<file path="config.mk">
export PLATFORM = sky130hd
export DESIGN_NAME = mem_port_arbiter
export DESIGN_NICKNAME = d
export VERILOG_FILES = /design/src/rtl/mem_port_arbiter_pkg.sv /design/src/rtl/mem_port_arbiter_arb_pick2.sv /design/src/rtl/mem_port_arbiter.sv
export SDC_FILE = /design/constraint.sdc
export NUM_CORES = 1
export LEC_CHECK = 0
export CAP_MARGIN = 30
export CORE_UTILIZATION = 37
export CTS_BUF_LIST = sky130_fd_sc_hd__clkbuf_8
export DETAILED_ROUTE_END_ITERATION = 8
export MAX_ROUTING_LAYER = met4
export PLACE_DENSITY = 0.79
export SLEW_MARGIN = 20
export SYNTH_ARGS = -nofsm -noshare
export SYNTH_HDL_FRONTEND = slang
export SYNTH_SLANG_ARGS = --single-unit
</file>
<file path="constraint.sdc">
create_clock -name i_clk -period 4.3 [get_ports i_clk]
set_input_delay 0.86 -clock i_clk [delete_from_list [all_inputs] [get_ports i_clk]]
set_output_delay 0.86 -clock i_clk [all_outputs]
set_load 0.02 [all_outputs]
</file>
<file path="src/rtl/mem_port_arbiter_pkg.sv">
// Shared constants for the unified memory port arbiter: FSM state
// encoding, requester indices and the legal read-latency window.
package mem_port_arbiter_pkg;

  typedef enum logic [1:0] {
    ST_IDLE  = 2'd0,
    ST_ISSUE = 2'd1,
    ST_WAIT  = 2'd2,
    ST_DONE  = 2'd3
  } state_e;

  localparam logic REQ_CPU = 1'b0;
  localparam logic REQ_LDR = 1'b1;

  localparam int RD_LAT_MIN = 1;
  localparam int RD_LAT_MAX = 4;

endpackage

</file>
<file path="src/rtl/mem_port_arbiter_arb_pick2.sv">
// Combinational two-way picker. Build option MEM_ARB_RR_EN selects
// round-robin on a tie (the requester that was not granted last wins);
// otherwise the CPU requester always has priority.
module arb_pick2
  import mem_port_arbiter_pkg::*;
(
  input  logic req0_i,
  input  logic req1_i,
  input  logic last_owner_i,
  output logic gnt_idx_o,
  output logic gnt_vld_o
);

  // Choose the winner among the currently asserted requests.
  always_comb begin
    gnt_vld_o = req0_i | req1_i;
    gnt_idx_o = req0_i ? REQ_CPU : REQ_LDR;
`ifdef MEM_ARB_RR_EN
    if (req0_i && req1_i) begin
      gnt_idx_o = ~last_owner_i;
    end
`else
    // Fixed priority ignores history; owner is still tracked by the top.
    if (last_owner_i && 1'b0) begin
      gnt_idx_o = REQ_LDR;
    end
`endif
  end

endmodule

</file>
<file path="src/rtl/mem_port_arbiter.sv">
// Two-requester arbiter/sequencer for the CPU's single memory port.
// Requester 0 is the CPU controller, requester 1 the loader/debug port.
// Optional build macro: MEM_ARB_RR_EN (round-robin tie breaking).
module mem_port_arbiter
  import mem_port_arbiter_pkg::*;
#(
  parameter int AW     = 32,
  parameter int DW     = 32,
  parameter int RD_LAT = 1
) (
  input  logic          i_clk,
  input  logic          i_rst,
  input  logic          i_req0,
  input  logic          i_we0,
  input  logic [AW-1:0] i_addr0,
  input  logic [DW-1:0] i_wdata0,
  output logic          o_ack0,
  output logic [DW-1:0] o_rdata0,
  input  logic          i_req1,
  input  logic          i_we1,
  input  logic [AW-1:0] i_addr1,
  input  logic [DW-1:0] i_wdata1,
  output logic          o_ack1,
  output logic [DW-1:0] o_rdata1,
  output logic          o_mem_re,
  output logic          o_mem_we,
  output logic [AW-1:0] o_mem_addr,
  output logic [DW-1:0] o_mem_wdata,
  input  logic [DW-1:0] i_mem_rdata,
  output logic          o_busy,
  output logic          o_owner
);

  if (RD_LAT < RD_LAT_MIN || RD_LAT > RD_LAT_MAX) begin : g_bad_lat
    $error("mem_port_arbiter: RD_LAT must be within 1..4");
  end

  localparam logic [2:0] LAT_LOAD = 3'(RD_LAT - 1);

  state_e        state_q, state_d;
  logic          owner_q, owner_d;
  logic [2:0]    cnt_q, cnt_d;
  logic          we_q;
  logic [AW-1:0] addr_q;
  logic [DW-1:0] wdata_q;
  logic [DW-1:0] rdata0_q, rdata1_q;
  logic          gnt_idx, gnt_vld;
  logic          capture, sample;

  arb_pick2 u_pick (
    .req0_i       (i_req0),
    .req1_i       (i_req1),
    .last_owner_i (owner_q),
    .gnt_idx_o    (gnt_idx),
    .gnt_vld_o    (gnt_vld)
  );

  // Next-state logic: grant in IDLE, one strobe cycle, optional wait, ack.
  always_comb begin
    state_d = state_q;
    owner_d = owner_q;
    cnt_d   = cnt_q;
    capture = 1'b0;
    sample  = 1'b0;
    case (state_q)
      ST_IDLE: begin
        if (gnt_vld) begin
          owner_d = gnt_idx;
          capture = 1'b1;
          state_d = ST_ISSUE;
        end
      end
      ST_ISSUE: begin
        if (we_q) begin
          state_d = ST_DONE;
        end else if (RD_LAT == 1) begin
          sample  = 1'b1;
          state_d = ST_DONE;
        end else begin
          cnt_d   = LAT_LOAD;
          state_d = ST_WAIT;
        end
      end
      ST_WAIT: begin
        // A count of 0 cannot occur; treat it like 1 so the FSM never sticks.
        if (cnt_q <= 3'd1) begin
          sample  = 1'b1;
          state_d = ST_DONE;
        end else begin
          cnt_d = cnt_q - 3'd1;
        end
      end
      ST_DONE: state_d = ST_IDLE;
      default: state_d = ST_IDLE;
    endcase
  end

  // Control state register; owner resets to LDR so CPU wins the first tie.
  always_ff @(posedge i_clk or posedge i_rst) begin
    if (i_rst) begin
      state_q <= ST_IDLE;
      owner_q <= REQ_LDR;
      cnt_q   <= 3'd0;
    end else begin
      state_q <= state_d;
      owner_q <= owner_d;
      cnt_q   <= cnt_d;
    end
  end

  // Freeze the winner's command at grant; later input changes are ignored.
  always_ff @(posedge i_clk or posedge i_rst) begin
    if (i_rst) begin
      we_q    <= 1'b0;
      addr_q  <= '0;
      wdata_q <= '0;
    end else if (capture) begin
      we_q    <= (gnt_idx == REQ_LDR) ? i_we1    : i_we0;
      addr_q  <= (gnt_idx == REQ_LDR) ? i_addr1  : i_addr0;
      wdata_q <= (gnt_idx == REQ_LDR) ? i_wdata1 : i_wdata0;
    end
  end

  // Read-return registers hold their value between acknowledges.
  always_ff @(posedge i_clk or posedge i_rst) begin
    if (i_rst) begin
      rdata0_q <= '0;
      rdata1_q <= '0;
    end else if (sample) begin
      if (owner_q == REQ_LDR) rdata1_q <= i_mem_rdata;
      else                    rdata0_q <= i_mem_rdata;
    end
  end

  assign o_mem_re    = (state_q == ST_ISSUE) && !we_q;
  assign o_mem_we    = (state_q == ST_ISSUE) &&  we_q;
  assign o_mem_addr  = addr_q;
  assign o_mem_wdata = wdata_q;
  assign o_ack0      = (state_q == ST_DONE) && (owner_q == REQ_CPU);
  assign o_ack1      = (state_q == ST_DONE) && (owner_q == REQ_LDR);
  assign o_rdata0    = rdata0_q;
  assign o_rdata1    = rdata1_q;
  assign o_busy      = (state_q != ST_IDLE);
  assign o_owner     = owner_q;

endmodule

</file>
# == After elaboration in Yosys (flattened, before gate mapping) ==
# Cells that the tools add are included.
# op_classes
bitwise_logic,3
reduce_logical,12
n_eq_ne,5
muxes,12
order_cmp,1
add_sub_neg,1
# ops
op,n
$mux W32,2
$reduce_and A2 Y1,5
$pmux W2 S4,1
$mux W1,6
$eq A2 B2 Y1 const B,2
$logic_and A1 B1 Y1,4
$mux W2,2
$ne A2 B2 Y1 const B,2
$le A3 B1 Y1 const B,1
$sub A3 B1 Y3 const B,1
$eq A2 B1 Y1 const B,1
$logic_not A2 Y1,1
$not A1 Y1,2
$pmux W1 S2,1
$reduce_bool A2 Y1,1
$logic_not A1 Y1,1
$or A1 B1 Y1,1
# totals
word_cells,42
out_inout_bits,134
inputBits,166
register_bits,135

# == Depth between registers and ports, before layout ==
# Gate-level depths: netlist of run 1.
# logic_depth
ltp_word,4
ltp_mapped,8
depth_no_buf,6

# == Hierarchy ==
# Synthesis of run 1 repeated with hierarchy kept, for this count alone.
# unflattened
hier_cells,466
hier_area_um2,5919.4
# by_module_without_submodules
mod,instances,seq_area_each_um2,area_per_inst_um2,cells_per_inst
mem_port_arbiter,1,3379.5,5909.4,464
arb_pick2,1,0.0,10.0,2

# == Worst setup path after synthesis of run 1 ==
# No wires, ideal clock.
# synth_timing
kind,input to register
startpoint,input port i_req0
endpoint,"register wdata_q[0], in the netlist o_mem_wdata[0]"
required_ns,4.164
stages,5
arrival_ns,1.900
setup_slack_ns,2.264
n_path_buf,3
setup_time_ns,0.136
cell_sequence,clkbuf_1 o21ai_1 clkbuf_1 clkbuf_1 o21ai_0
# synth_between
elab_chain_len,3
word_cells_on_any_way,4
cone_classes,mux: 3; bitwise: 1
# synth_lines
element,line_no,rtl
"start, declared",mem_port_arbiter.sv:13,"input logic i_req0,"
$or A1 B1 Y1,mem_port_arbiter_arb_pick2.sv:16,gnt_vld_o = req0_i | req1_i;
$mux W1,mem_port_arbiter.sv:67,if (gnt_vld) begin
$mux W1,mem_port_arbiter.sv:65,case (state_q)
"end signal, assigned",mem_port_arbiter.sv:120,wdata_q <= (gnt_idx == REQ_LDR) ? i_wdata1 : i_wdata0;
"end, declared",mem_port_arbiter.sv:45,logic [DW-1:0] wdata_q;
# Parallel ways exist; a longest one is shown, timed or not.
# A chain may end at the register's enable or synchronous reset.

# == Worst setup path in the final report of run 1 ==
# layout_timing
startpoint,register state_q[0]
endpoint,output port o_busy
# layout_between
elab_chain_len,1
# layout_lines
element,line_no,rtl
"start, declared",mem_port_arbiter.sv:40,"state_e state_q, state_d;"
"start signal, assigned",mem_port_arbiter.sv:105,state_q <= state_d;
$reduce_bool A2 Y1,mem_port_arbiter.sv:143,assign o_busy = (state_q != ST_IDLE);
"end, declared",mem_port_arbiter.sv:30,"output logic o_busy,"
# Every way passes these cells.

==> results of run 1 <==
## registers in the layout, indices dropped and copies added, names as in the netlist
signal	count
cnt_q	3
o_mem_addr	32
o_mem_wdata	32
o_owner	1
o_rdata0	32
o_rdata1	32
state_q	2
we_q	1
## layer usage
metal | vias to the layer above | routed length (um) | track usage
met3 | 18 | 1106 | 0.05008
met2 | 206 | 7883 | 0.3405
met1 | 2189 | 6488 | 0.2270
met5 | - | 0 | -
met4 | 0 | 237 | 0.08097
li1 | 2178 | - | -
## metrics by stage
stage,total power [mW],hold slack (ps),util,std cells
floorplan,4.182,456.3,-,458
global placement,5.764,463.0,0.5889,946
detailed placement,5.871,471.7,0.5889,946
CTS,6.932,490.0,0.6145,978
global route,7.259,506.7,0.6176,980
finish,6.872,483.3,0.6176,980
## report_power, final
group	internal, mW	total (mW)	switching [mW]
registers	1.90	2.25	0.352
clock network	0.512	1.03	0.516
logic	1.89	3.59	1.71
total	4.30	6.87	2.57
## worst paths after layout
check / start / to / slack [ps] / cells after the start
min: o_mem_addr[0] / o_mem_addr[0] / 480 / 2
max in group asynchronous: i_rst / o_rdata0[15] / 2700 / 4
min in group asynchronous: i_rst / o_mem_wdata[17] / 750 / 2
max: state_q[0] / o_busy / 1570 / 4
min reg2reg: o_mem_addr[0] / o_mem_addr[0] / 480 / 2
max reg2reg: cnt_q[1] / o_rdata0[15] / 1810 / 8
## synthesized netlist by cell type (all sizes together), types with 2 or more instances
cell,instances,area [um2]
nand2,69,259.0
mux2,65,844.6
clkbuf,17,63.81
inv,7,26.28
and2,2,12.51
dfrtp,134,3353
mux2i,66,660.6
ha,6,75.07
o21ai,68,340.3
buf,12,111.4
## layout make-up
class                      instances  share of cell area
timing repair buffer             308              0.3281
multi-input combinational        287              0.2421
tap                              211             0.02791
clock inverter                    12             0.01230
sequential                       135              0.3573
inverter                           7            0.003175
clock buffer                      20             0.02910
## cells by family (layout without fill, tap and decap cells)
kind of cell | after synthesis | count (layout)
fa+ha+maj | 6 | 6
flops | 135 | 135
compound gates | 73 | 73
mux | 131 | 131
xor+xnor | 1 | 1
simple gates | 76 | 76
buf+inv | 36 | 347
## worst register-to-register path, stage by stage, from the launching register on
cell,delay [ps]
sky130_fd_sc_hd__dfrtp_1,410
sky130_fd_sc_hd__inv_1,90
sky130_fd_sc_hd__ha_1,130
sky130_fd_sc_hd__o21bai_2,130
sky130_fd_sc_hd__a31oi_1,150
sky130_fd_sc_hd__or3b_2,710
sky130_fd_sc_hd__buf_16,270
sky130_fd_sc_hd__buf_4,190
sky130_fd_sc_hd__mux2_4,300
==> reports/qor.json, run 1 <==
{
  "worstSetupStartpointType": {"value": "register"},
  "post_synth_mux_area_share": {"value": 0.2570},
  "detail_route.first_pass.iterations": {"value": 5},
  "worstMarginPinSlew": {"value": 690.4, "unit": "ps"},
  "grt_setup_unrepaired": {"value": "no"},
  "period_minus_slack": {"value": 2731, "unit": "ps"},
  "number_of_distinct_library_cell_variants_in_the_gate_level_netlist_after_synthesis": {"value": 26},
  "final_cell_mix": {"value": "sky130_fd_sc_hd__clkdlybuf4s50_1 (298), sky130_fd_sc_hd__dfrtp_1 (134), sky130_fd_sc_hd__nand2_1 (69)"},
  "run_status": {"value": "finished, final reports clean"},
  "global_route.overflow_total": {"value": 0},
  "cp.buffers_inverters": {"value": 3},
  "worstPathMaxFanout": {"value": 3},
  "dp_hpwl": {"value": 11860, "unit": "um"},
  "required": {"value": 3440, "unit": "ps"},
  "cts_tree": {"value": "yes"},
  "crit_path_top_delay_cell": {"value": "sky130_fd_sc_hd__clkdlybuf4s50_1"},
  "postSynth.topFlopCell": {"value": "sky130_fd_sc_hd__dfrtp_1"},
  "synthXorXnorAreaFrac": {"value": 0.001495},
  "cts_num_sinks": {"value": 135},
  "detail_route.drc_violations": {"value": 0},
  "critical-path-top-cell-by-count": {"value": "sky130_fd_sc_hd__inv_1"},
  "worst_setup_skew_after_layout": {"value": 7.629, "unit": "ps"},
  "ys_seq_elements": {"value": 135},
  "final_antenna_net_count": {"value": 0},
  "hold_path.class": {"value": "reg -> reg"},
  "post-route-period-util": {"value": 0.6352},
  "synth-compound-area-share": {"value": 0.06537},
  "slowest_stage_delay_on_critical_path": {"value": 630, "unit": "ps"},
  "synth-edff-count": {"value": 0},
  "placed_cell_area": {"value": 9019, "unit": "um2"},
  "synth_top_family_by_area": {"value": "multiplexers"},
  "ys_seq_area_frac": {"value": 0.5770},
  "die_outline_area": {"value": 16340, "unit": "um2"},
  "fillerInstances": {"value": 1242},
  "power-per-cell-area": {"value": 726.6, "unit": "nW/um2"},
  "fraction_of_final_layout_cells_with_drive_strength_greater_than_1": {"value": 0.1482},
  "power.ir.vdd_worst": {"value": 0.3320, "unit": "mV"},
  "floorplan.core_area": {"value": 15310, "unit": "um2"},
  "final_critical_path_setup_slack": {"value": 1569, "unit": "ps"},
  "fmax": {"value": 366.1, "unit": "MHz"},
  "post_synth_and_or_nand_nor_area_fraction": {"value": 0.05191},
  "cts_buffers": {"value": 17},
  "path_clk_slew": {"value": 80, "unit": "ps"},
  "area.sequential": {"value": 3379, "unit": "um2"},
  "nets": {"value": 928},
  "vias_per_cell": {"value": 4.685},
  "finalHoldViolations": {"value": 0},
  "most_frequent_standard_cell_in_the_layout_excluding_fill_and_tap_cells": {"value": "sky130_fd_sc_hd__clkdlybuf4s50_1"},
  "finalInstanceArea": {"value": 9458, "unit": "um2"},
  "gr-usage-all-layers": {"value": 0.2007},
  "fin_tns_setup": {"value": 0, "unit": "ps"},
  "fp-row-count": {"value": 45},
  "post_cts.repair.setup_buffers": {"value": 0},
  "share_of_synthesized_cell_area_in_full_adder_half_adder_and_majority_cells": {"value": 0.01282},
  "grt_max_degree": {"value": 79},
  "antenna-diode-count": {"value": 0},
  "grt_pass1_vias": {"value": 4694},
  "initial_cell_density_of_the_core": {"value": 0.3824},
  "synth_async_sr_flop_share": {"value": 1.000},
  "insertion_delay": {"value": 430, "unit": "ps"},
  "place_congestion": {"value": 0.7572},
  "avgRoutedWirePerCell": {"value": 16.04, "unit": "um"},
  "synth.net_count": {"value": 630},
  "antenna_found_initial": {"value": 0},
  "synth_warnings": {"value": 0},
  "critical_path.top_delay_family": {"value": "buffers and inverters"},
  "multiInputGateArea": {"value": 2290, "unit": "um2"},
  "final-max-slew-violation-count": {"value": 0},
  "grt_pass1_wl": {"value": 24350, "unit": "um"},
  "arrival_time_at_the_worst_endpoint": {"value": 1870, "unit": "ps"},
  "port_buffers": {"value": 299},
  "critPathCaptureType": {"value": "output pin"},
  "cts_hold_buffers": {"value": 0},
  "path_cells": {"value": "inv_1, ha_1, inv_1, clkdlybuf4s50_1"},
  "setup_viol_count_final": {"value": 0},
  "worst-setup-path-type": {"value": "reg -> out"},
  "cts-resized-gates": {"value": 0},
  "synthesized_netlist_cell_count": {"value": 458},
  "io_pins": {"value": 300},
  "areaGrowthSynthToFinish": {"value": 61.48, "unit": "%"},
  "summed_instance_area_of_the_synthesized_netlist": {"value": 5857, "unit": "um2"},
  "drt_first_iter_violations": {"value": 163},
  "synthesis.area_per_instance": {"value": 12.79, "unit": "um2"},
  "cts.root.buffer_cell": {"value": "sky130_fd_sc_hd__clkbuf_8"},
  "max-slew-margin-rel": {"value": 0.5397},
  "clock_path_buffers": {"value": 2},
  "dieHeight": {"value": 127.8, "unit": "um"},
  "die_width": {"value": 127.8, "unit": "um"},
  "maxCapViolCount": {"value": 0},
  "num_vias": {"value": 4591},
  "static_leakage": {"value": 4.229, "unit": "nW"},
  "clock_tree.htree_level_count": {"value": 4},
  "worst_setup_slack_after_placement": {"value": 1590, "unit": "ps"},
  "drt-total-wl": {"value": 15720, "unit": "um"}
}
(Power assumes the default switching activity.)
==> run 2, diff against run 1 <==
- clock period: 4.3 -> 2.4 ns (I/O delays scaled with it)
==> reports/qor.json, run 2 (same netlist as run 1, synthesis figures left out) <==
{
  "cts_num_sinks": {"value": 135, "change": "unchanged"},
  "holdPathStages": {"value": 3, "change": "was 2"},
  "total_power": {"value": 12.44, "unit": "mW", "change": "was 6.872 mW"},
  "vias_per_cell": {"value": 4.714, "change": "was 4.685"},
  "sequentialPowerShare": {"value": 0.325, "change": "was 0.328"},
  "detail_route.drc_violations": {"value": 0, "change": "unchanged"},
  "die_outline_area": {"value": 16340, "unit": "um2", "change": "unchanged"},
  "worstSetupStartpointType": {"value": "register", "change": "unchanged"},
  "worst-setup-path-type": {"value": "reg -> out", "change": "unchanged"},
  "worstMarginPinSlew": {"value": 591.0, "unit": "ps", "change": "was 690.4 ps"},
  "combinationalPowerShare": {"value": 0.515, "change": "was 0.522"},
  "run_status": {"value": "finished, final reports clean", "change": "unchanged"},
  "required": {"value": 1920, "unit": "ps", "change": "was 3440 ps"},
  "critPathCaptureType": {"value": "output pin", "change": "unchanged"},
  "drt_first_iter_violations": {"value": 132, "change": "was 163"},
  "grt_pass1_wl": {"value": 24320, "unit": "um", "change": "was 24350 um"},
  "grt_pass1_vias": {"value": 4692, "change": "was 4694"},
  "cts_hold_buffers": {"value": 0, "change": "unchanged"},
  "avgRoutedWirePerCell": {"value": 15.94, "unit": "um", "change": "was 16.04 um"},
  "setup_viol_count_final": {"value": 0, "change": "unchanged"},
  "port_buffers": {"value": 299, "change": "unchanged"},
  "r2r_cells": {"value": 7, "change": "was 8"},
  "dieHeight": {"value": 127.8, "unit": "um", "change": "unchanged"},
  "timing.rr.start": {"value": "cnt_q[1]", "change": "unchanged"},
  "final_antenna_net_count": {"value": 0, "change": "unchanged"},
  "post-route-period-util": {"value": 0.9579},
  "insertion_delay": {"value": 430, "unit": "ps", "change": "about the same"},
  "net_switching_power": {"value": 4.545, "unit": "mW", "change": "was 2.573 mW"},
  "global_route.overflow_total": {"value": 0, "change": "unchanged"},
  "fp-row-count": {"value": 45, "change": "unchanged"},
  "power.ir.vdd_worst": {"value": 0.5535, "unit": "mV", "change": "was 0.3320 mV"},
  "grt_max_degree": {"value": 88, "change": "was 79"},
  "die_width": {"value": 127.8, "unit": "um", "change": "unchanged"},
  "fin_util": {"value": 0.6196, "change": "was 0.6176"},
  "finalHoldViolations": {"value": 0, "change": "unchanged"},
  "internal-power": {"value": 7.892, "unit": "mW", "change": "was 4.299 mW"},
  "max-slew-margin-rel": {"value": 0.6060, "change": "was 0.5397"},
  "place_congestion": {"value": 0.7207, "change": "was 0.7572"},
  "hold_path.class": {"value": "in -> reg", "change": "was reg -> reg"},
  "detail_route.first_pass.iterations": {"value": 4, "change": "was 5"},
  "min_from": {"value": "i_req0", "change": "was o_mem_addr[0]"},
  "crit_start": {"value": "state_q[0]", "change": "unchanged"},
  "clock_tree.htree_level_count": {"value": 4, "change": "unchanged"},
  "maxCapViolCount": {"value": 0, "change": "unchanged"},
  "antenna_found_initial": {"value": 0, "change": "unchanged"},
  "reg2reg_to": {"value": "o_rdata0[4]", "change": "was o_rdata0[15]"},
  "worstPathMaxFanout": {"value": 3, "change": "unchanged"},
  "arrival_time_at_the_worst_endpoint": {"value": 1820, "unit": "ps", "change": "was 1870 ps"},
  "clock_power_share": {"value": 0.161, "change": "was 0.150"},
  "period_minus_slack": {"value": 2299, "unit": "ps"},
  "antenna-diode-count": {"value": 0, "change": "unchanged"},
  "final_cell_mix": {"value": "sky130_fd_sc_hd__clkdlybuf4s50_1 (295), sky130_fd_sc_hd__dfrtp_1 (134), sky130_fd_sc_hd__nand2_1 (69)", "change": "was sky130_fd_sc_hd__clkdlybuf4s50_1 (298), sky130_fd_sc_hd__dfrtp_1 (134), sky130_fd_sc_hd__nand2_1 (69)"},
  "grt_setup_unrepaired": {"value": "no", "change": "unchanged"},
  "fmax": {"value": 435.0, "unit": "MHz"},
  "power-per-cell-area": {"value": 1311, "unit": "nW/um2", "change": "was 726.6 nW/um2"},
  "nets": {"value": 927, "change": "was 928"},
  "cts_tree": {"value": "yes", "change": "unchanged"},
  "clock_path_buffers": {"value": 2, "change": "unchanged"},
  "reg2reg_slack": {"value": 370, "unit": "ps", "change": "was 1810 ps"},
  "num_vias": {"value": 4610, "change": "was 4591"},
  "dp_hpwl": {"value": 11960, "unit": "um", "change": "was 11860 um"},
  "power.switching_fraction": {"value": 0.3655, "change": "was 0.3744"},
  "areaGrowthSynthToFinish": {"value": 62.02, "unit": "%", "change": "was 61.48%"},
  "fraction_of_final_layout_cells_with_drive_strength_greater_than_1": {"value": 0.1447, "change": "was 0.1482"},
  "worst_setup_skew_after_layout": {"value": 9.425, "unit": "ps", "change": "was 7.629 ps"},
  "most_frequent_standard_cell_in_the_layout_excluding_fill_and_tap_cells": {"value": "sky130_fd_sc_hd__clkdlybuf4s50_1", "change": "unchanged"},
  "min_delay_worst_endpoint": {"value": "o_mem_addr[17]", "change": "was o_mem_addr[0]"},
  "path_clk_slew": {"value": 70, "unit": "ps", "change": "was 80 ps"},
  "static_leakage": {"value": 4.280, "unit": "nW", "change": "was 4.229 nW"},
  "initial_cell_density_of_the_core": {"value": 0.3824, "change": "unchanged"},
  "final-max-slew-violation-count": {"value": 0, "change": "unchanged"},
  "fin_tns_setup": {"value": 0, "unit": "ps", "change": "unchanged"},
  "drt-total-wl": {"value": 15590, "unit": "um", "change": "was 15720 um"},
  "io_pins": {"value": 300, "change": "unchanged"},
  "cts.root.buffer_cell": {"value": "sky130_fd_sc_hd__clkbuf_8", "change": "unchanged"},
  "floorplan.core_area": {"value": 15310, "unit": "um2", "change": "unchanged"},
  "cts_buffers": {"value": 17, "change": "unchanged"},
  "gr-usage-all-layers": {"value": 0.2011, "change": "was 0.2007"}
}
## run 2: metal layers
layer	share of wire	up-vias	routed length, um	global-route usage
met3	0.079	17	1224	0.06469
met5	0	-	0	-
met2	0.50	214	7775	0.3392
met4	0.012	0	192	0.06298
li1	-	2180	-	-
met1	0.41	2199	6394	0.2267
## run 2: worst max-delay path by stage
stage / endpoint / cells after the start / slack [ps]
floorplan: cnt_q[0] / 1 / 240
global placement: o_rdata0[27] / 7 / 420
detailed placement: o_rdata0[13] / 7 / 360
CTS: o_mem_re / 4 / 30
global route: o_ack0 / 3 / 2
finish: o_ack1 / 3 / 100
## run 2: critical path, stage by stage, from the launching register on
cell                              delay [ps]
sky130_fd_sc_hd__dfrtp_1                 390
sky130_fd_sc_hd__ha_1                    220
sky130_fd_sc_hd__and2_1                  150
sky130_fd_sc_hd__clkdlybuf4s50_1         630
## run 2: layout make-up
cell class                 count  area, um2
sequential                   135       3379
clock inverter                14      183.9
clock buffer                  17      234.0
tap                          211      264.0
fill                        1208       5826
timing repair buffer         307       3108
multi-input combinational    287       2290
inverter                       7      30.03
## run 2: power by group through the flow
| stage | logic (mW) | clock network (mW) | registers, mW |
|---|---|---|---|
| floorplan | 2.17 | 0 | 5.33 |
| global placement | 6.32 | 0 | 4.02 |
| detailed placement | 6.46 | 0 | 4.09 |
| CTS | 6.48 | 2.06 | 4.05 |
| global route | 6.80 | 2.15 | 4.18 |
| finish | 6.40 | 2.00 | 4.04 |
## run 2: timing repair
item                                    CTS  global route
setup buffers                             0             0
endpoints found under the setup margin    0             3
resized for setup                         0             3
## run 2: per-stage QoR
stage	hold slack [ps]	worst slack, ps	instances	instance area (um2)
after floorplan	456.3	241.7	458	5861
after global placement	460.9	420.6	947	9064
after detailed placement	470.0	364.5	947	9064
after CTS	437.3	28.13	978	9482
after global routing	495.6	2.303	978	9489
final	461.8	101.1	978	9489
